[config.mk]
export PLATFORM = sky130hd
export DESIGN_NAME = uart_rx_frame_monitor
export DESIGN_NICKNAME = d
export VERILOG_FILES = /design/src/rtl/uart_monitor_pkg.sv /design/src/rtl/uart_frame_fifo.sv /design/src/rtl/uart_rx_frame_monitor.sv
export SDC_FILE = /design/constraint.sdc
export NUM_CORES = 1
export LEC_CHECK = 0
export ABC_AREA = 1
export BUFFER_PORTS_ARGS = -buffer_cell sky130_fd_sc_hd__buf_2
export CAP_MARGIN = 40
export CORE_AREA = 2 2 103 105
export DETAILED_ROUTE_END_ITERATION = 6
export DIE_AREA = 0 0 105 107
export GPL_ROUTABILITY_DRIVEN = 0
export HOLD_SLACK_MARGIN = 0.1
export PLACE_DENSITY = 0.86
export SETUP_SLACK_MARGIN = 0.5
export SLEW_MARGIN = 30
export SYNTH_ARGS = -nofsm -noshare
export SYNTH_HDL_FRONTEND = slang
export SYNTH_SLANG_ARGS = --single-unit
[constraint.sdc]
create_clock -name clk -period 2.6 [get_ports clk]
set_input_delay 0.13 -clock clk [delete_from_list [all_inputs] [get_ports clk]]
set_output_delay 0.13 -clock clk [all_outputs]
set_load 0.1 [all_outputs]
[src/rtl/uart_monitor_pkg.sv]
// Shared types for the passive UART receive monitor.
package uart_monitor_pkg;

  localparam int UART_ERR_W = 3;

  // Per-frame error flags, ordered {break, framing, parity}.
  typedef struct packed {
    logic brk;
    logic framing;
    logic parity;
  } uart_frame_err_t;

  typedef enum logic [2:0] {
    ST_IDLE,
    ST_START,
    ST_DATA,
    ST_PARITY,
    ST_STOP
  } uart_rx_state_e;

endpackage

[src/rtl/uart_frame_fifo.sv]
// Show-ahead frame buffer with a sticky overflow flag.
module uart_frame_fifo #(
  parameter int WIDTH = 11,
  parameter int DEPTH = 4
) (
  input  logic                     clk,
  input  logic                     rst_n,
  input  logic                     push,
  input  logic [WIDTH-1:0]         push_data,
  input  logic                     pop,
  output logic [WIDTH-1:0]         head,
  output logic                     valid,
  output logic [$clog2(DEPTH):0]   count,
  output logic                     overflow,
  input  logic                     overflow_clr
);

  localparam int PW = $clog2(DEPTH);
  localparam logic [PW:0] FULL_CNT = (PW+1)'(DEPTH);

  logic [WIDTH-1:0] mem [DEPTH];
  logic [PW-1:0]    wr_ptr;
  logic [PW-1:0]    rd_ptr;
  logic             full;
  logic             empty;
  logic             do_push;
  logic             do_pop;
  logic             drop;

  assign full    = (count == FULL_CNT);
  assign empty   = (count == '0);
  assign do_pop  = pop && !empty;
  // A pop in the same cycle frees the slot the push lands in, so a full FIFO still accepts.
  assign do_push = push && (!full || do_pop);
  assign drop    = push && full && !do_pop;

  // Pointers, occupancy and the sticky overflow flag.
  // NOTE: sequential state uses non-blocking assignments so every flop samples pre-edge values.
  always_ff @(posedge clk or negedge rst_n) begin
    if (!rst_n) begin
      wr_ptr   <= '0;
      rd_ptr   <= '0;
      count    <= '0;
      overflow <= 1'b0;
    end else begin
      if (do_push) wr_ptr <= wr_ptr + PW'(1);
      if (do_pop)  rd_ptr <= rd_ptr + PW'(1);
      case ({do_push, do_pop})
        2'b10:   count <= count + (PW+1)'(1);
        2'b01:   count <= count - (PW+1)'(1);
        default: count <= count;
      endcase
      // A fresh drop wins over a clear in the same cycle.
      overflow <= (overflow && !overflow_clr) || drop;
    end
  end

  // Frame storage write port.
  // NOTE: storage is not reset; the head output is masked while empty, so stale contents never escape.
  always_ff @(posedge clk) begin
    if (do_push) mem[wr_ptr] <= push_data;
  end

  assign valid = !empty;
  assign head  = empty ? '0 : mem[rd_ptr];

endmodule

[src/rtl/uart_rx_frame_monitor.sv]
// Passive UART receive monitor: synchronise, oversample, reassemble and buffer frames.
module uart_rx_frame_monitor
  import uart_monitor_pkg::*;
#(
  parameter int DATA_WIDTH = 8,
  parameter int OVERSAMPLE = 16,
  parameter int PARITY_EN  = 1,
  parameter int PARITY_ODD = 0,
  parameter int STOP_BITS  = 1,
  parameter int FIFO_DEPTH = 4
) (
  input  logic                          clk,
  input  logic                          rst_n,
  input  logic [15:0]                   baud_div,
  input  logic                          rx,
  input  logic                          rd_en,
  output logic                          frame_valid,
  output logic [DATA_WIDTH-1:0]         frame_data,
  output logic [UART_ERR_W-1:0]         frame_err,
  output logic [$clog2(FIFO_DEPTH):0]   fifo_count,
  output logic                          overflow,
  input  logic                          overflow_clr
);

  localparam int              SCW       = $clog2(OVERSAMPLE);
  localparam logic [SCW-1:0]  SAMP_MID  = SCW'(OVERSAMPLE/2 - 1);
  localparam logic [SCW-1:0]  SAMP_LAST = SCW'(OVERSAMPLE - 1);
  localparam logic [3:0]      DATA_LAST = 4'(DATA_WIDTH - 1);
  localparam logic [3:0]      STOP_LAST = 4'(STOP_BITS - 1);
  localparam logic            PAR_EN    = (PARITY_EN != 0);
  localparam logic            ODD_PAR   = (PARITY_ODD != 0);
  localparam int              FW        = UART_ERR_W + DATA_WIDTH;

  uart_rx_state_e          state, state_nxt;
  logic                    rx_meta, rx_sync, rx_prev;
  logic [15:0]             div_cnt, div_max_q, div_max_in;
  logic                    tick;
  logic [SCW-1:0]          samp_cnt;
  logic [3:0]              bit_cnt;
  logic                    bit_end;
  logic                    start_det, do_shift, do_par, do_stop, frame_done;
  logic [DATA_WIDTH-1:0]   shift_q;
  logic                    par_bit_q;
  uart_frame_err_t         err_q;
  logic                    wait_high;
  logic                    done_q, push_q;
  logic [FW-1:0]           push_word, head;

  // Two-flop synchroniser plus one history flop for falling-edge detection; idle line is 1.
  always_ff @(posedge clk or negedge rst_n) begin
    if (!rst_n) begin
      rx_meta <= 1'b1;
      rx_sync <= 1'b1;
      rx_prev <= 1'b1;
    end else begin
      rx_meta <= rx;
      rx_sync <= rx_meta;
      rx_prev <= rx_sync;
    end
  end

  // Divisor is re-latched only at start and at each wrap, so mid-frame changes apply at the next wrap.
  assign div_max_in = (baud_div == 16'd0) ? 16'd0 : baud_div - 16'd1;
  assign tick       = (state != ST_IDLE) && (div_cnt == div_max_q);
  assign bit_end    = tick && (samp_cnt == SAMP_LAST);

  // Oversample tick generator, idle outside a frame.
  always_ff @(posedge clk or negedge rst_n) begin
    if (!rst_n) begin
      div_cnt   <= '0;
      div_max_q <= '0;
    end else if (start_det || tick) begin
      div_cnt   <= '0;
      div_max_q <= div_max_in;
    end else if (state == ST_IDLE) begin
      div_cnt   <= '0;
    end else begin
      div_cnt   <= div_cnt + 16'd1;
    end
  end

  // FSM state register.
  always_ff @(posedge clk or negedge rst_n) begin
    if (!rst_n) state <= ST_IDLE;
    else        state <= state_nxt;
  end

  // Next-state logic and per-sample strobes for the datapath.
  // NOTE: every output gets a default up front so no path through the case infers a latch.
  always_comb begin
    state_nxt  = state;
    start_det  = 1'b0;
    do_shift   = 1'b0;
    do_par     = 1'b0;
    do_stop    = 1'b0;
    frame_done = 1'b0;
    case (state)
      ST_IDLE: begin
        if (!wait_high && !rx_sync && rx_prev) begin
          start_det = 1'b1;
          state_nxt = ST_START;
        end
      end
      ST_START: begin
        if (tick && samp_cnt == SAMP_MID) state_nxt = rx_sync ? ST_IDLE : ST_DATA;
      end
      ST_DATA: begin
        if (bit_end) begin
          do_shift = 1'b1;
          if (bit_cnt == DATA_LAST) state_nxt = PAR_EN ? ST_PARITY : ST_STOP;
        end
      end
      ST_PARITY: begin
        if (bit_end) begin
          do_par    = 1'b1;
          state_nxt = ST_STOP;
        end
      end
      ST_STOP: begin
        if (bit_end) begin
          do_stop = 1'b1;
          if (bit_cnt == STOP_LAST) begin
            frame_done = 1'b1;
            state_nxt  = ST_IDLE;
          end
        end
      end
      default: state_nxt = ST_IDLE;
    endcase
  end

  // Sample/bit counters and frame assembly; the finished frame is pushed two cycles after the last stop sample.
  always_ff @(posedge clk or negedge rst_n) begin
    if (!rst_n) begin
      samp_cnt  <= '0;
      bit_cnt   <= '0;
      shift_q   <= '0;
      par_bit_q <= 1'b0;
      err_q     <= '0;
      wait_high <= 1'b0;
      done_q    <= 1'b0;
      push_q    <= 1'b0;
      push_word <= '0;
    end else begin
      if (state == ST_IDLE) samp_cnt <= '0;
      else if (tick)        samp_cnt <= (state_nxt != state || samp_cnt == SAMP_LAST) ? '0 : samp_cnt + SCW'(1);

      if (state_nxt != state)       bit_cnt <= '0;
      else if (do_shift || do_stop) bit_cnt <= bit_cnt + 4'd1;

      if (start_det) begin
        par_bit_q <= 1'b0;
        err_q     <= '0;
      end
      if (do_shift) shift_q <= {rx_sync, shift_q[DATA_WIDTH-1:1]};
      if (do_par) begin
        par_bit_q    <= rx_sync;
        err_q.parity <= ((^shift_q) ^ rx_sync) != ODD_PAR;
      end
      if (do_stop) begin
        if (!rx_sync)        err_q.framing <= 1'b1;
        if (bit_cnt == 4'd0) err_q.brk     <= (shift_q == '0) && !par_bit_q && !rx_sync;
      end

      // A low stop bit keeps start detection disarmed until the line returns high.
      if (frame_done) wait_high <= !rx_sync;
      else if (rx_sync) wait_high <= 1'b0;

      done_q <= frame_done;
      push_q <= done_q;
      if (done_q) push_word <= {err_q, shift_q};
    end
  end

  uart_frame_fifo #(
    .WIDTH (FW),
    .DEPTH (FIFO_DEPTH)
  ) u_fifo (
    .clk          (clk),
    .rst_n        (rst_n),
    .push         (push_q),
    .push_data    (push_word),
    .pop          (rd_en),
    .head         (head),
    .valid        (frame_valid),
    .count        (fifo_count),
    .overflow     (overflow),
    .overflow_clr (overflow_clr)
  );

  assign frame_data = head[DATA_WIDTH-1:0];
  assign frame_err  = head[FW-1:DATA_WIDTH];

endmodule

# Word level (Yosys, flattened, before mapping)
# Memory sizes are Yosys's and may differ from the RTL's.
# Cells that the tools add are included.
[word_totals]
regBits = 80
ramBits = 44
output_inout_bits = 16
elab_cells = 118
n_memories = 1
[mem_list]
columns = ["name", "words", "width", "read_ports", "rd_ports_with_merged_regs", "wr", "line", "rtl"]
rows = [
  ["u_fifo.mem", 4, 11, 1, 0, 1, "uart_frame_fifo.sv:21", "logic [WIDTH-1:0] mem [DEPTH];"],
]
[classes]
addsub = 8
n_eq_ne = 12
n_mux = 39
bitwise_logic = 1
n_reduce_logical = 36
[op_table]
columns = ["operator", "count"]
rows = [
  ["16-bit 2-to-1 mux", 3],
  ["3-bit 2-to-1 mux", 8],
  ["4-bit 2-to-1 mux", 5],
  ["1-bit 2-to-1 mux", 18],
  ["16-bit by 1-bit adder with 16-bit output (second input constant)", 1],
  ["16-bit == test", 1],
  ["16-bit zero test", 1],
  ["16-bit by 1-bit subtractor with 16-bit output (second input constant)", 1],
  ["3-bit one-hot mux with 5 select lines", 1],
  ["1-bit logical AND", 12],
  ["11-bit 2-to-1 mux", 1],
  ["2-bit nonzero test", 5],
  ["4-bit by 1-bit adder with 4-bit output (second input constant)", 2],
  ["4-bit by 3-bit == test with 1-bit output (second input constant)", 2],
  ["8-bit zero test", 1],
  ["8-bit XOR reduction", 1],
  ["1-bit zero test", 7],
  ["3-bit by 2-bit == test with 1-bit output (second input constant)", 2],
  ["3-bit == test (second input constant)", 2],
  ["3-bit zero test", 2],
  ["3-bit one-hot mux with 2 select lines", 1],
  ["1-bit logical OR", 5],
  ["2-bit by 1-bit adder with 2-bit output (second input constant)", 2],
  ["4-bit == test (second input constant)", 1],
  ["other kinds (10)", 11],
]

# Logic depth before layout (Yosys ltp)
# Gate-level depths: netlist of the first run.
[logic_depth]
ltp_word = 10
depth_mapped = 15

# By module
# From an unflattened synthesis of the first run, not the netlist that was laid out.
[hier_totals]
hier_cells = 670
area_unflattened_um2 = 6239.7
[modules_own_cells]
columns = ["module", "n_inst", "cells_per_inst", "area_per_inst_um2"]
rows = [
  ["uart_rx_frame_monitor", 1, 480, 4003.8],
  ["uart_frame_fifo", 1, 190, 2235.9],
]

# Worst setup path before layout of the first run
# OpenSTA, ideal clock, no wires.
[synth_path]
kind = "register -> output"
from = "reg u_fifo.count[2]"
to = "out frame_data[0]"
t_arrival_ps = 3655
setup_slack_ps = -1185
stages_incl_launch_ff = 6
path_buffers = 1
cell_sequence = "dfrtp_1 > inv_1 > nand2_1 > inv_1 > clkbuf_1 > a21oi_1"
[synth_via]
elab_chain_len = 2
[synth_rtl]
columns = ["item", "line", "rtl"]
rows = [
  ["start, declared", "uart_frame_fifo.sv:13", "output logic [$clog2(DEPTH):0] count,"],
  ["start signal, assigned", "uart_frame_fifo.sv:49", "2'b10: count <= count + (PW+1)'(1);"],
  ["start signal, assigned", "uart_frame_fifo.sv:50", "2'b01: count <= count - (PW+1)'(1);"],
  ["start signal, assigned", "uart_frame_fifo.sv:51", "default: count <= count;"],
  ["3-bit zero test", "uart_frame_fifo.sv:31", "assign empty = (count == '0);"],
  ["11-bit 2-to-1 mux", "uart_frame_fifo.sv:65", "assign head = empty ? '0 : mem[rd_ptr];"],
  ["end, declared", "uart_rx_frame_monitor.sv:18", "output logic [DATA_WIDTH-1:0] frame_data,"],
]
# Every way passes these cells.

# Worst setup path in the final report of the first run
[layout_path]
from = "reg div_cnt[1]"
to = "reg div_cnt[14]"
[layout_via]
elab_chain_len = 4
word_cells_on_any_way = 6
cone_classes = "add/sub: 1; eq/ne: 1; mux: 2; reduce/logical: 2"
[layout_rtl]
columns = ["item", "line", "rtl"]
rows = [
  ["start, declared", "uart_rx_frame_monitor.sv:36", "logic [15:0] div_cnt, div_max_q, div_max_in;"],
  ["start signal, assigned", "uart_rx_frame_monitor.sv:78", "div_cnt <= div_cnt + 16'd1;"],
  ["branches (longest 3 deep; another with 16-bit by 1-bit adder with 16-bit output)", "--", ""],
  ["16-bit 2-to-1 mux (*)", "uart_rx_frame_monitor.sv:72", "end else if (start_det || tick) begin"],
]
# Every way passes the cells marked *.
# A chain may end at the register's enable or synchronous reset.

==> results.txt, run 1 <==
The flow ran to the end, but the final reports show violations. The checks that failed: design-rule violations. Clock tree synthesis found a total of ~120 sinks. The DRC violation count after routing is 17. Data on the critical path is required at its endpoint by 3.04 ns. The global routing usage summed across all routing layers came out at 29.6%. The row count is 37. Among the stages of the critical path, the cell type that occurs most often is sky130_fd_sc_hd__nand3_1.

VDD sags by at most 1.13 mV. The post-synthesis sequential area ratio is 54.6%. Broken down by cell family, the worst path's largest delay share belongs to simple AND/OR/NAND/NOR gates. Entering global routing, the biggest net connects just over 60 pins. The first-pass GRT wire length came out at roughly 26000 um.

Setup repair after global routing could not meet its margin everywhere. The CTS tree is yes. The number of placed instances, taps included, is 827. The worst setup path is launched from a flop.

The maximum cell stage delay along the critical path came out at 0.46 ns. The headroom to the max-slew limit is a little over half. For this run, the leading register cell type out of synthesis is sky130_fd_sc_hd__dfrtp_1. Yosys attributes the largest share of cell area to sky130_fd_sc_hd__dfrtp_1, sky130_fd_sc_hd__edfxtp_1, sky130_fd_sc_hd__nor2_1.

The dominant cell by count in the synthesized netlist is sky130_fd_sc_hd__nor2_1. No sink is reached through more buffers than the 2 on the longest clock path. The synthesized area is 6100 um2. The count of buffers inserted at the top-level ports is 36.

The number of antenna violations at the first check in global routing came out at 0. After detailed routing, the number of vias per cell comes to 6.18. The combined area of the multi-input logic cells is roughly 2600 um2. The number of pins exceeding their max-slew limit in the final report is 0.

The critical path arrival is 2.70 ns. The proportion of layout cells with a drive suffix above 1 came out at around a quarter. The summed negative setup slack over all endpoints is 0 ns. The number of endpoints with negative hold slack in the final report came to 0. The sequential standard cell area came out at approximately 3300 um2. The maximum frequency from static timing analysis is 443 MHz.

The die span in x came out at 105 um. The detailed router finished its first iteration with 756 violations. The average routed wire per standard cell came out at 20.7 um. The Yosys step of the flow raised 0 warnings. The number of buffers added by the clock tree synthesis step came out at 17.

The worst setup path is captured at a flop. 37 I/O pins were placed. The root buffer cell chosen for the clock tree is sky130_fd_sc_hd__clkbuf_8. Of all cell types, the one taking the most synthesized area is sky130_fd_sc_hd__dfrtp_1. The largest fanout on the critical path came out at 4. The final setup violation count came out at 0. The post-synthesis area per instance came out at approximately 9 um2.

The floorplan die height came out at 107 um. The layout has 521 filler cells. The starting utilization of the core area came out at 60.4%. Leaving out filler cells and counting taps, the final layout contains 910. The overflow left after global routing came out at 0. The total core area came out at 10100 um2. The clock period minus final worst setup slack is about 2.3 ns.

The count of distinct cell types in the synthesized netlist came out at 41. In this run, synthesis produced a sequential element count of 124. The number of enable-type register cells in the synthesized netlist is 44.

The transition time at the pin with the least slew margin is 0.680 ns. For this run, the post-layout net count is 797. The number of buffer and inverter instances along the worst setup path is 1. The first detailed-routing pass took 7 iterations.

Of all flip-flops after synthesis, the portion carrying an async set or reset was 64.5%. From synthesis to final layout, the design area changed by 29.5%. The areal power density over the cells is around 1100 nW/um2. The cell count after synthesis is 661. The net count after synthesis is 697. The share of the synthesized area in the top cell type came out at a little under a third. The tightest min-delay check is of the input port to flop type. On the critical path, the stage with the largest delay is an instance of sky130_fd_sc_hd__dfrtp_1. The commonest cells after synthesis are sky130_fd_sc_hd__nor2_1, sky130_fd_sc_hd__nand2_1, sky130_fd_sc_hd__inv_1.

The number of max-cap violations came out at 0. In this run the number of H-tree levels came out at 4. The leakage component of the power is 0.00365 uW.

The via count of the first global-routing pass is 5384. The HPWL after detailed placement is 8780 um. The area enclosed by the die boundary came out at 11200 um2. The number of inserted diodes is 0. The signal on the critical path passes through ha_1 -> nand3_1 -> inv_1 -> nand3_1 -> nor4_4 -> nand2_2 -> nor2_1 -> nand2_1 -> nor3_2 -> o21ai_0 -> a21oi_1. The vias after detailed routing is 5624. The portion of the clock cycle consumed by the worst path in the final layout is 86.9%. The final routed wirelength across all metal layers is 18900 um. The critical path in this run is classified as flop to flop. Clock-pin slew was measured on the worst setup and hold paths at around 0.06 ns. Across the routed clock network, the largest skew measured is 0.00916 ns.

The clock insertion delay at the later pin of the skew report is 0.53 ns. The post-detailed-route count of antenna-violating nets is 0.
per-stage QoR:
| stage | total power, uW | setup slack, ns | utilization (%) | area, um2 | hold slack [ns] |
|---|---|---|---|---|---|
| 3_3_place_gp | 5190 | 0.603 | 65.6 | 6620 | 0.238 |
| 2_1_floorplan | 4790 | 0.516 | - | 6270 | -0.166 |
| 3_5_place_dp | 5280 | 0.526 | 65.6 | 6620 | 0.238 |
| 5_1_grt | 8590 | 0.252 | 78.2 | 7900 | 0.264 |
| 4_1_cts | 7860 | 0.442 | 75.2 | 7590 | 0.246 |
| 6_report | 8340 | 0.341 | 78.2 | 7900 | 0.248 |
cell usage in the layout, fill, tap and decap left out, types with 8 or more instances in the layout:
cell type | Yosys | layout
sky130_fd_sc_hd__xor2_1 | 21 | 21
sky130_fd_sc_hd__o21ai_1 | 0 | 12
sky130_fd_sc_hd__o22ai_1 | 15 | 15
sky130_fd_sc_hd__dlygate4sd3_1 | 0 | 25
sky130_fd_sc_hd__nand2_1 | 107 | 100
sky130_fd_sc_hd__inv_2 | 13 | 15
sky130_fd_sc_hd__dfrtp_1 | 77 | 67
sky130_fd_sc_hd__nand2_2 | 3 | 8
sky130_fd_sc_hd__buf_4 | 0 | 30
sky130_fd_sc_hd__nand4_1 | 8 | 8
sky130_fd_sc_hd__a21oi_4 | 1 | 11
sky130_fd_sc_hd__nor2_2 | 7 | 8
sky130_fd_sc_hd__ha_1 | 14 | 13
sky130_fd_sc_hd__edfxtp_1 | 44 | 44
sky130_fd_sc_hd__buf_2 | 2 | 24
sky130_fd_sc_hd__o21ai_0 | 42 | 28
sky130_fd_sc_hd__inv_1 | 83 | 75
sky130_fd_sc_hd__a21oi_1 | 29 | 18
sky130_fd_sc_hd__clkbuf_16 | 0 | 16
sky130_fd_sc_hd__xnor2_1 | 10 | 10
sky130_fd_sc_hd__nand3_1 | 17 | 14
sky130_fd_sc_hd__nor2_1 | 108 | 103
where the power goes:
part,internal (uW),switching [uW]
Combinational,1070,2500
Sequential,2230,237
Clock,1300,1010
area by class of cell:
type	instances	area share, %
Timing Repair Buffer	94	10.5
Tap cell	136	2.16
Inverter	97	4.88
Clock buffer	17	5.25
Multi-Input combinational cell	426	32.8
Clock inverter	15	1.92
Sequential cell	124	42.4
Timing Repair inverter	1	0.0951
registers in the layout, indices dropped and copies added, names as in the netlist, 2 cells and up:
signal	count
err_q	3
samp_cnt	4
push_word	11
div_max_q	16
u_fifo.mem	44
u_fifo.count	3
u_fifo.wr_ptr	2
div_cnt	16
bit_cnt	4
shift_q	8
u_fifo.rd_ptr	2
state	3
path summary, 6_finish.rpt:
| check | start | to | slack, ns | cells after the start |
|---|---|---|---|---|
| hold / removal | rx | rx_meta$_DFF_PN1_ | 0.25 | 2 |
| hold reg to reg | rx_meta$_DFF_PN1_ | rx_sync$_DFF_PN1_ | 0.36 | 0 |
| max in group asynchronous | rst_n | rx_sync$_DFF_PN1_ | 1.17 | 5 |
| setup reg to reg | div_cnt[1]$_DFF_PN0_ | div_cnt[14]$_DFF_PN0_ | 0.34 | 11 |
| min in group asynchronous | rst_n | div_max_q[11]$_DFFE_PN0N_ | 0.60 | 3 |
| setup / recovery | div_cnt[1]$_DFF_PN0_ | div_cnt[14]$_DFF_PN0_ | 0.34 | 11 |
per-layer routing:
metal  share of wire, %  GRT usage (%)  vias to the layer above  routed length, um
met4                6.4           12.8                        0               1210
li1                   -              -                     2346                  -
met3                9.1           6.57                      152               1720
met2                 50           53.3                      464               9480
met5                  0              0                        -                  0
met1                 34           33.9                     2662               6450
kinds of logic (layout without fill, tap and decap cells):
family	Yosys count	count (layout)	share of synthesized area, %
AO/OA/AOI/OAI	98	98	9.46
XOR/XNOR	31	31	4.45
adder cells (fa/ha/maj)	15	15	3.20
buffers and inverters	111	224	7.00
flip-flops	124	124	54.6
multiplexers	3	3	0.554
AND/OR/NAND/NOR	279	279	20.8
repair_timing:
item / 4_1_cts / 5_1_grt
hold buffers: 25 / 1
pin swaps: 4 / 12
setup endpoints to repair: 16 / 55
gates resized for setup: 30 / 56
hold endpoints to repair: 78 / 25
gates cloned: 1 / 0
setup buffers: 8 / 15
Note: power is estimated with default switching activity, not from simulation.
==> run 2, diff against run 1 <==
ABC_AREA = not set   (was 1)
CORE_AREA = 2 2 102 104   (was 2 2 103 105)
DIE_AREA = 0 0 104 106   (was 0 0 105 107)
PLACE_DENSITY = 0.85   (was 0.86)
==> results.txt, run 2 <==
The number of endpoints with negative hold slack in the final report came out at 0 (unchanged). The average routed wire per standard cell is 18.3 um (-12%). The final setup violation count is 0 (unchanged). The sum of net half-perimeters after detailed placement is 7530 um (-14%).

The warning count from the yosys run is 0 (unchanged). In this run the critical register-to-register path is launched from u_fifo.count[1]$_DFFE_PN0P_. The row count is 37 (unchanged). The largest fanout on the critical path was 5 (+1). The worst setup path is captured at a flop. The final cell utilization of the core was 75.4% (-2.9 points). After synthesis, the most frequently instantiated cells are sky130_fd_sc_hd__dfrtp_1, sky130_fd_sc_hd__nand2_1, sky130_fd_sc_hd__edfxtp_1. The worst setup path is launched from a flop. The DRC violation count after routing is 0 (-17). The first-pass GRT wire length is 20200 um (-22%). u_fifo.mem holds more flip-flops than any other register.

The worst-case clock buffer depth came out at 2 (unchanged). The vias after detailed routing came out at 4085 (-27%). The number of enable-type register cells in the synthesized netlist is 44 (unchanged). The critical path starts at u_fifo.count[1]$_DFFE_PN0P_. The number of DRC violations after detailed-routing iteration 0 is 228 (-70%). The detailed route wirelength on metal2 was 7270 um (-23%).

The transition time at the pin with the least slew margin is 0.630 ns (-0.0502 ns). The area enclosed by the die boundary came out at 11000 um2 (-1.9%). The sequential standard cell area came out at 3350 um2 (about the same). The adder-cell share of the synthesized area is 3.33% (+0.13 points). The most common library cell in the layout ignoring fill and taps is sky130_fd_sc_hd__dfrtp_1. The final routed wirelength across all metal layers is 13300 um (-30%).

TritonCTS built the clock tree. The combined area of the multi-input logic cells came out at 2510 um2 (-3.2%). The routed length on met3 is 456 um (-74%).

The areal power density over the cells came to 679 nW/um2 (-36%). The largest net degree at the start of global routing is 31 (-50%). The clock insertion delay at the later pin of the skew report is 0.52 ns (about the same).

The headroom to the max-slew limit came out at 58.0% (+3.3 points). The post-route met1 wirelength is 5310 um (-18%). The proportion of layout cells with a drive suffix above 1 is 29.7% (+3.5 points). The number of nets in the layout is 612 (-23%). The number of pins exceeding their max-slew limit in the final report came out at 0 (unchanged).

The required time at the worst-slack endpoint was 3.00 ns (-0.04 ns). The share of the synthesized area in the top cell type is 32.9% (+1.3 points). The synthesized flop and latch total is 124 (unchanged).

The number of buffers added by the clock tree synthesis step is 17 (unchanged). The synthesis-to-layout area growth is 28.6%. The portion of the clock cycle consumed by the worst path in the final layout came out at 81.7% (-5.2 points). The number of antenna violations at the first check in global routing is 0 (unchanged). The leakage component of the power came out at 0.00318 uW (-13%). The clock-pin slew reported for the worst setup and hold paths after clock tree synthesis was 0.06 ns (about the same). The dominant cell by count in the synthesized netlist is sky130_fd_sc_hd__dfrtp_1.

The mean number of vias per cell came out at 5.63 (-8.8%). The total core area is 10000 um2 (-0.92%). The maximum frequency from static timing analysis is 471 MHz (+6.3%). The count of cells along the worst register-to-register path is 8 (-3). The net count after synthesis is 521 (-25%).

The summed negative setup slack over all endpoints came out at 0 ns (unchanged). The largest vdd supply drop is 0.419 mV (-63%). The minimum hold slack came out at 0.138 ns (-0.110 ns). The number of clock sinks seen by CTS is 124 (unchanged).

The share of synthesized area spent on multiplexers was 7.05% (+6.5 points). The post-synthesis share of cell area spent on xor and xnor gates was 7.77% (+3.3 points). The count of pins on the block boundary came to 37 (unchanged). After synthesis, the largest family of logic cells by area is simple AND/OR/NAND/NOR gates.

The worst-case clock skew came out at 0.00895 ns (-0.000217 ns). The floorplan die height is 106 um (-0.93%). The clock period minus final worst setup slack came out at 2.12 ns (-0.134 ns). In this run the worst hold path is classified as input port to async pin. The number of max-cap violations is 0 (unchanged).

Clock tree synthesis selected as its root buffer the cell sky130_fd_sc_hd__clkbuf_8. The number of flip-flops under the largest register name is 44 (unchanged). The minimum setup slack among reg-to-reg paths is 0.48 ns (+0.13 ns). The number of fill cells was 598 (+15%). The simple-gate share of the synthesized area was 15.6% (-5.1 points).

Setup repair after global routing could not meet its margin everywhere. The post-detailed-route count of antenna-violating nets is 0 (unchanged). In the layout the commonest cells are sky130_fd_sc_hd__dfrtp_1, sky130_fd_sc_hd__nand2_1, sky130_fd_sc_hd__edfxtp_1. The critical path in this run is classified as flop to flop. The share of the synthesized area in compound gates (AO/OA/AOI/OAI) is 6.45% (-3.0 points). The largest total area in the synthesized netlist belongs to sky130_fd_sc_hd__dfrtp_1. The count of distinct cell types in the synthesized netlist was 57 (+39%). The via count of the first global-routing pass came out at 4220 (-22%). The overflow left after global routing came out at 0 (unchanged). The number of iterations in the first detailed-routing pass is 5 (-2). The global routing usage summed across all routing layers is 23.3% (-6.2 points). The share of synthesized registers carrying an async set or reset came out at 64.5% (unchanged). The cell count after synthesis came to 485 (-27%).

The synthesized area came out at 5860 um2 (-3.9%). The starting utilization of the core area came out at 58.6% (-1.8 points). The post-synthesis area per instance came out at 12.1 um2 (+31%).

After detailed routing, no signal wire sits above met4. The worst register-to-register path ends at u_fifo.count[2]$_DFFE_PN0P_. The most used flip-flop cell after synthesis is sky130_fd_sc_hd__dfrtp_1.

The number of inserted diodes is 0 (unchanged). The critical path arrival came out at 2.52 ns (-0.18 ns). The count of buffers inserted at the top-level ports is 36 (unchanged). The largest registers in the layout are u_fifo.mem x44, div_cnt x16, div_max_q x16. The total number of H-tree levels is 4 (unchanged). The die span in x came out at 104 um (-0.95%).

The post-synthesis sequential area ratio is 56.8% (+2.2 points). The run finished with clean final reports. By area the synthesized netlist is led by sky130_fd_sc_hd__dfrtp_1, sky130_fd_sc_hd__edfxtp_1, sky130_fd_sc_hd__xnor2_1.
==> run 2: changes by cell type after synthesis, sizes merged, moves of 7 or more <==
cell	delta
nand2	-69
o22ai	-15
inv	-72
a21oi	-21
o31ai	+10
nor2	-88
xnor2	+28
xor2	-7
mux2	+9
o21ai	-15
or3	+7
and2	+20
mux4	+11
==> run 2: repair_timing <==
action / in CTS / in global routing
endpoints found under the hold margin: 97 / 0
gates cloned: 1 / 3
resized for setup: 34 / 50
pin swaps: 3 / 19
hold buffers: 27 / 0
setup buffers: 4 / 13
endpoints found under the setup margin: 38 / 62
==> run 2: worst max-delay path by stage <==
| stage | slack [ns] | endpoint |
|---|---|---|
| floorplan | 0.41 | u_fifo.count[2]$_DFFE_PN0P_ |
| global placement | 0.49 | div_max_q[11]$_DFFE_PN0N_ |
| detailed placement | 0.38 | samp_cnt[1]$_DFFE_PN0P_ |
| CTS | 0.48 | frame_data[1] |
| global route | 0.38 | u_fifo.count[2]$_DFFE_PN0P_ |
| finish | 0.48 | u_fifo.count[2]$_DFFE_PN0P_ |
==> run 2: logic make-up after synthesis <==
family | count (synthesis)
compound gates | 61
fa+ha+maj | 15
xor+xnor | 52
flops | 124
mux | 26
simple gates | 165
buf+inv | 42
==> run 2: stage by stage <==
step	area (um2)	cells	worst slack [ns]	power, uW
finish	7530	725	0.475	5120
global route	7530	725	0.380	5310
global placement	6240	646	0.486	2730
floorplan	5910	485	0.408	2600
detailed placement	6240	646	0.376	2760
CTS	7240	710	0.482	5020
==> run 2: critical path, cell delays in order (launching register included) <==
cell,delay (ns)
sky130_fd_sc_hd__dfrtp_4,0.51
sky130_fd_sc_hd__or3_4,0.42
sky130_fd_sc_hd__and2_1,0.23
sky130_fd_sc_hd__ha_2,0.22
sky130_fd_sc_hd__inv_2,0.05
sky130_fd_sc_hd__fa_2,0.18
sky130_fd_sc_hd__xor2_1,0.16
sky130_fd_sc_hd__nor2_1,0.08
sky130_fd_sc_hd__xor2_1,0.14
==> run 2: cell type report <==
class                      instances  area share, %
tap                              136           2.26
multi-input combinational        320           33.3
clock inverter                    15           1.94
sequential                       124           44.4
timing repair buffer              89           11.4
inverter                          24           1.20
clock buffer                      17           5.50
==> run 2: where the power goes <==
part           switching, uW  internal, uW  leakage, uW  total (uW)
clock network            879          1360     0.000274        2240
logic                    294           299      0.00135         593
registers                133          2150      0.00155        2280
==> run 2: routing by layer <==
metal,up-vias,track usage (%)
li1,1904,-
met1,2042,27.6
met2,118,42.1
met3,21,5.33
met4,0,8.11
met5,-,0
==> run 3, diff against run 2 <==
CORE_AREA = 2 2 107 109   (was 2 2 102 104)
DIE_AREA = 0 0 109 111   (was 0 0 104 106)
PLACE_DENSITY = 0.82   (was 0.85)
clock period = 1.9 ns   (was 2.6 ns; I/O delays follow)
==> results.txt, run 3 (synthesis results as in run 2) <==
The run finished, with violations left. The checks that failed: negative setup slack. The number of clock sinks seen by CTS came to 124 (unchanged). The post-route worst setup slack came out at -0.188 ns (-0.663 ns). The number of pins exceeding their max-slew limit in the final report came to 0 (unchanged). The worst setup timing slack at the placement stage came out at -0.0623 ns (-0.438 ns). The number of iterations in the first detailed-routing pass was 5 (unchanged). The largest net degree at the start of global routing is 41 (+32%). Setup repair after global routing could not meet its margin everywhere. The clock period minus final worst setup slack is 2.09 ns (-0.0366 ns). The number of endpoints with negative hold slack in the final report was 0 (unchanged). The transition time at the pin with the least slew margin came to 0.515 ns (-0.115 ns).

The starting utilization of the core area came to 52.9% (-5.7 points). The number of flip-flops under the largest register name is 44 (unchanged). The total power is 7180 uW (+40%). The proportion of layout cells with a drive suffix above 1 is 42.1% (+12 points). The critical path is of the flop to flop type.

The final routed wirelength across all metal layers is 14000 um (+5.0%). From synthesis to final layout, the design area changed by 39.4%. Leaving out fill and tap cells, the most frequent cell in the layout is sky130_fd_sc_hd__dfrtp_1.

The maximum cell stage delay along the critical path came out at 0.50 ns (about the same). The worst-case clock skew is 0.00756 ns (-0.00139 ns). The first-pass GRT wire length is 21900 um (+8.6%). The maximum frequency from static timing analysis is 479 MHz (+1.8%).

The part of the total power dissipated in sequential elements came out at 43.3% (-1.4 points). TritonCTS built the clock tree. The post-detailed-route count of antenna-violating nets came out at 0 (unchanged). The row count is 39 (+5.4%). The number of nets in the layout is 645 (+5.4%). The worst-case clock buffer depth came out at 2 (unchanged). The via count of the first global-routing pass came out at 4454 (+5.5%).

The number of fill cells was 658 (+10%). The DRC violation count after routing came to 0 (unchanged). The required time at the worst-slack endpoint came to 2.24 ns (-0.76 ns).

The worst hold path class is input port to async pin. The leakage component of the power is 0.00348 uW (+9.7%). The post-detailed-placement cell area was 6710 um2 (+7.5%). The launching element type of the critical path is a flop. The tree is rooted in a sky130_fd_sc_hd__clkbuf_16. The combinational cell fraction of total power is 12.9% (+1.3 points). Leaving out fill and tap cells, the most frequent cells in the layout are sky130_fd_sc_hd__dfrtp_1, sky130_fd_sc_hd__buf_4, sky130_fd_sc_hd__edfxtp_1. The number of antenna violations at the first check in global routing is 0 (unchanged).

The average routed wire per standard cell is 18.2 um (-0.46%). The number of inserted diodes is 0 (unchanged). The floorplan die height came to 111 um (+4.7%). The family with the most delay on the worst path is simple AND/OR/NAND/NOR gates. The clock-pin slew reported for the worst setup and hold paths after clock tree synthesis came to 0.06 ns (about the same). The final setup violation count came out at 44 (+44). The endpoint class of the critical path is a flop. The areal power density over the cells is 879 nW/um2 (+30%).

The net switching power of the design came out at 1940 uW (+48%). The clock insertion delay at the later pin of the skew report came to 0.42 ns (-0.10 ns). The portion of the clock cycle consumed by the worst path in the final layout came out at 110% (+28 points). The die span in x came out at 109 um (+4.8%).

The critical path arrival is 2.42 ns (-0.10 ns). The part of the power in the clock network came to 43.8% (about the same). The count of pins on the block boundary is 37 (unchanged).

The largest fanout on the critical path is 3 (-2). The number of buffers added by the clock tree synthesis step came to 17 (unchanged). The number of max-cap violations is 0 (unchanged). The master of the slowest instance on the critical path is sky130_fd_sc_hd__dfrtp_4. The largest registers in the layout are u_fifo.mem x44, div_cnt x16, div_max_q x16. The total number of H-tree levels is 4 (unchanged).

Counting flops per register, the top entry is u_fifo.mem. The total core area came out at 11100 um2 (+11%). The post-route standard cell area excluding fillers came to 8170 um2 (+8.4%). The switching share of total power came out at 27.0% (+1.5 points). The internal power of the cells is 5240 uW (+38%).

The area enclosed by the die boundary came out at 12100 um2 (+9.8%). The largest vdd supply drop came out at 0.672 mV (+60%). The count of buffers inserted at the top-level ports is 36 (unchanged).

The overflow left after global routing is 0 (unchanged). The mean number of vias per cell came out at 5.54 (-1.7%). The number of DRC violations after detailed-routing iteration 0 is 231 (+1.3%). The global routing usage summed across all routing layers came out at 23.6% (+0.23 points).

The sum of net half-perimeters after detailed placement came out at 7930 um (+5.3%). The vias after detailed routing is 4236 (+3.7%). The number of buffer and inverter instances along the worst setup path came out at 2 (+1). The headroom to the max-slew limit came out at 65.7% (+7.6 points). Traced cell by cell, the critical path runs through nor4b_4 -> nor2b_2 -> inv_2 -> ha_4 -> inv_2 -> fa_2 -> xor2_1 -> nor2_1 -> xor2_1.
[run 3: changes by cell type in the layout (fill, tap and decap cells not counted), sizes merged]
cell,before,now
a21oi,12,11
clkbuf,18,20
clkinv,8,4
dlygate4sd3,25,17
bufinv,2,1
buf,63,99
and2,20,24
inv,27,32
[run 3: layout make-up]
cell class                      count  area, um2  share of cell area (%)
Sequential cell                   124       3340                    41.0
Multi-Input combinational cell    323       2780                    34.0
Clock buffer                       17        425                    5.21
Clock inverter                     15        149                    1.82
Inverter                           24       92.6                    1.13
Tap cell                          143        179                    2.19
Timing Repair Buffer              119       1190                    14.6
[run 3: routing by layer]
layer | share of wire [%] | global-route usage (%) | wire, um | vias up
met3 | 3.2 | 4.82 | 446 | 26
met4 | 2.4 | 7.78 | 330 | 0
li1 | - | - | - | 1979
met5 | 0 | 0 | 0 | -
met2 | 55 | 41.9 | 7680 | 107
met1 | 39 | 28.1 | 5500 | 2124
[run 3: worst register-to-register path: stages (launching register included)]
cell and delay, ns:
sky130_fd_sc_hd__dfrtp_4 0.50, sky130_fd_sc_hd__nor4b_4 0.37, sky130_fd_sc_hd__nor2b_2 0.11, sky130_fd_sc_hd__inv_2 0.08
sky130_fd_sc_hd__ha_4 0.14, sky130_fd_sc_hd__inv_2 0.04, sky130_fd_sc_hd__fa_2 0.33, sky130_fd_sc_hd__xor2_1 0.15
sky130_fd_sc_hd__nor2_1 0.14, sky130_fd_sc_hd__xor2_1 0.16
[run 3: final timing paths]
path | to | startpoint | depth (start not counted) | slack, ns
worst max register to register | u_fifo.count[2]$_DFFE_PN0P_ | u_fifo.count[0]$_DFFE_PN0P_ | 9 | -0.19
worst min-delay path | div_max_q[14]$_DFFE_PN0N_ | rst_n | 2 | 0.11
min in group clk | div_max_q[14]$_DFFE_PN0N_ | baud_div[14] | 4 | 0.13
worst max-delay path | u_fifo.count[2]$_DFFE_PN0P_ | u_fifo.count[0]$_DFFE_PN0P_ | 9 | -0.19
max in group asynchronous | div_cnt[2]$_DFF_PN0_ | rst_n | 3 | 1.17
worst min register to register | rx_sync$_DFF_PN1_ | rx_meta$_DFF_PN1_ | 0 | 0.36
[run 3: metrics by stage]
stage          TNS [ns]  hold slack [ns]  instances  utilization, %
6_report          -3.97            0.109        765            73.7
5_1_grt           -7.65            0.116        765            73.7
3_3_place_gp          0         -0.00473        683            60.5
3_5_place_dp     -0.233         -0.00266        683            60.5
2_1_floorplan    -0.455           -0.201        485               -
4_1_cts           -1.68            0.108        754            71.3
[run 3: repair_timing]
item                                    CTS  global route
gates resized for setup                  81            44
gates cloned                              6             1
endpoints found under the setup margin  118           121
hold buffers                             17             0
endpoints found under the hold margin    93             0
setup buffers                            16            10
pin swaps                                22            16
[run 3: power by group through the flow]
| stage | Sequential (uW) | Combinational (uW) | Clock, uW |
|---|---|---|---|
| final | 3110 | 925 | 3140 |
| after floorplan | 3120 | 483 | 0 |
| after CTS | 3100 | 817 | 3160 |
| after detailed placement | 3140 | 765 | 0 |
| after global routing | 3130 | 1010 | 3290 |
| after global placement | 3130 | 745 | 0 |
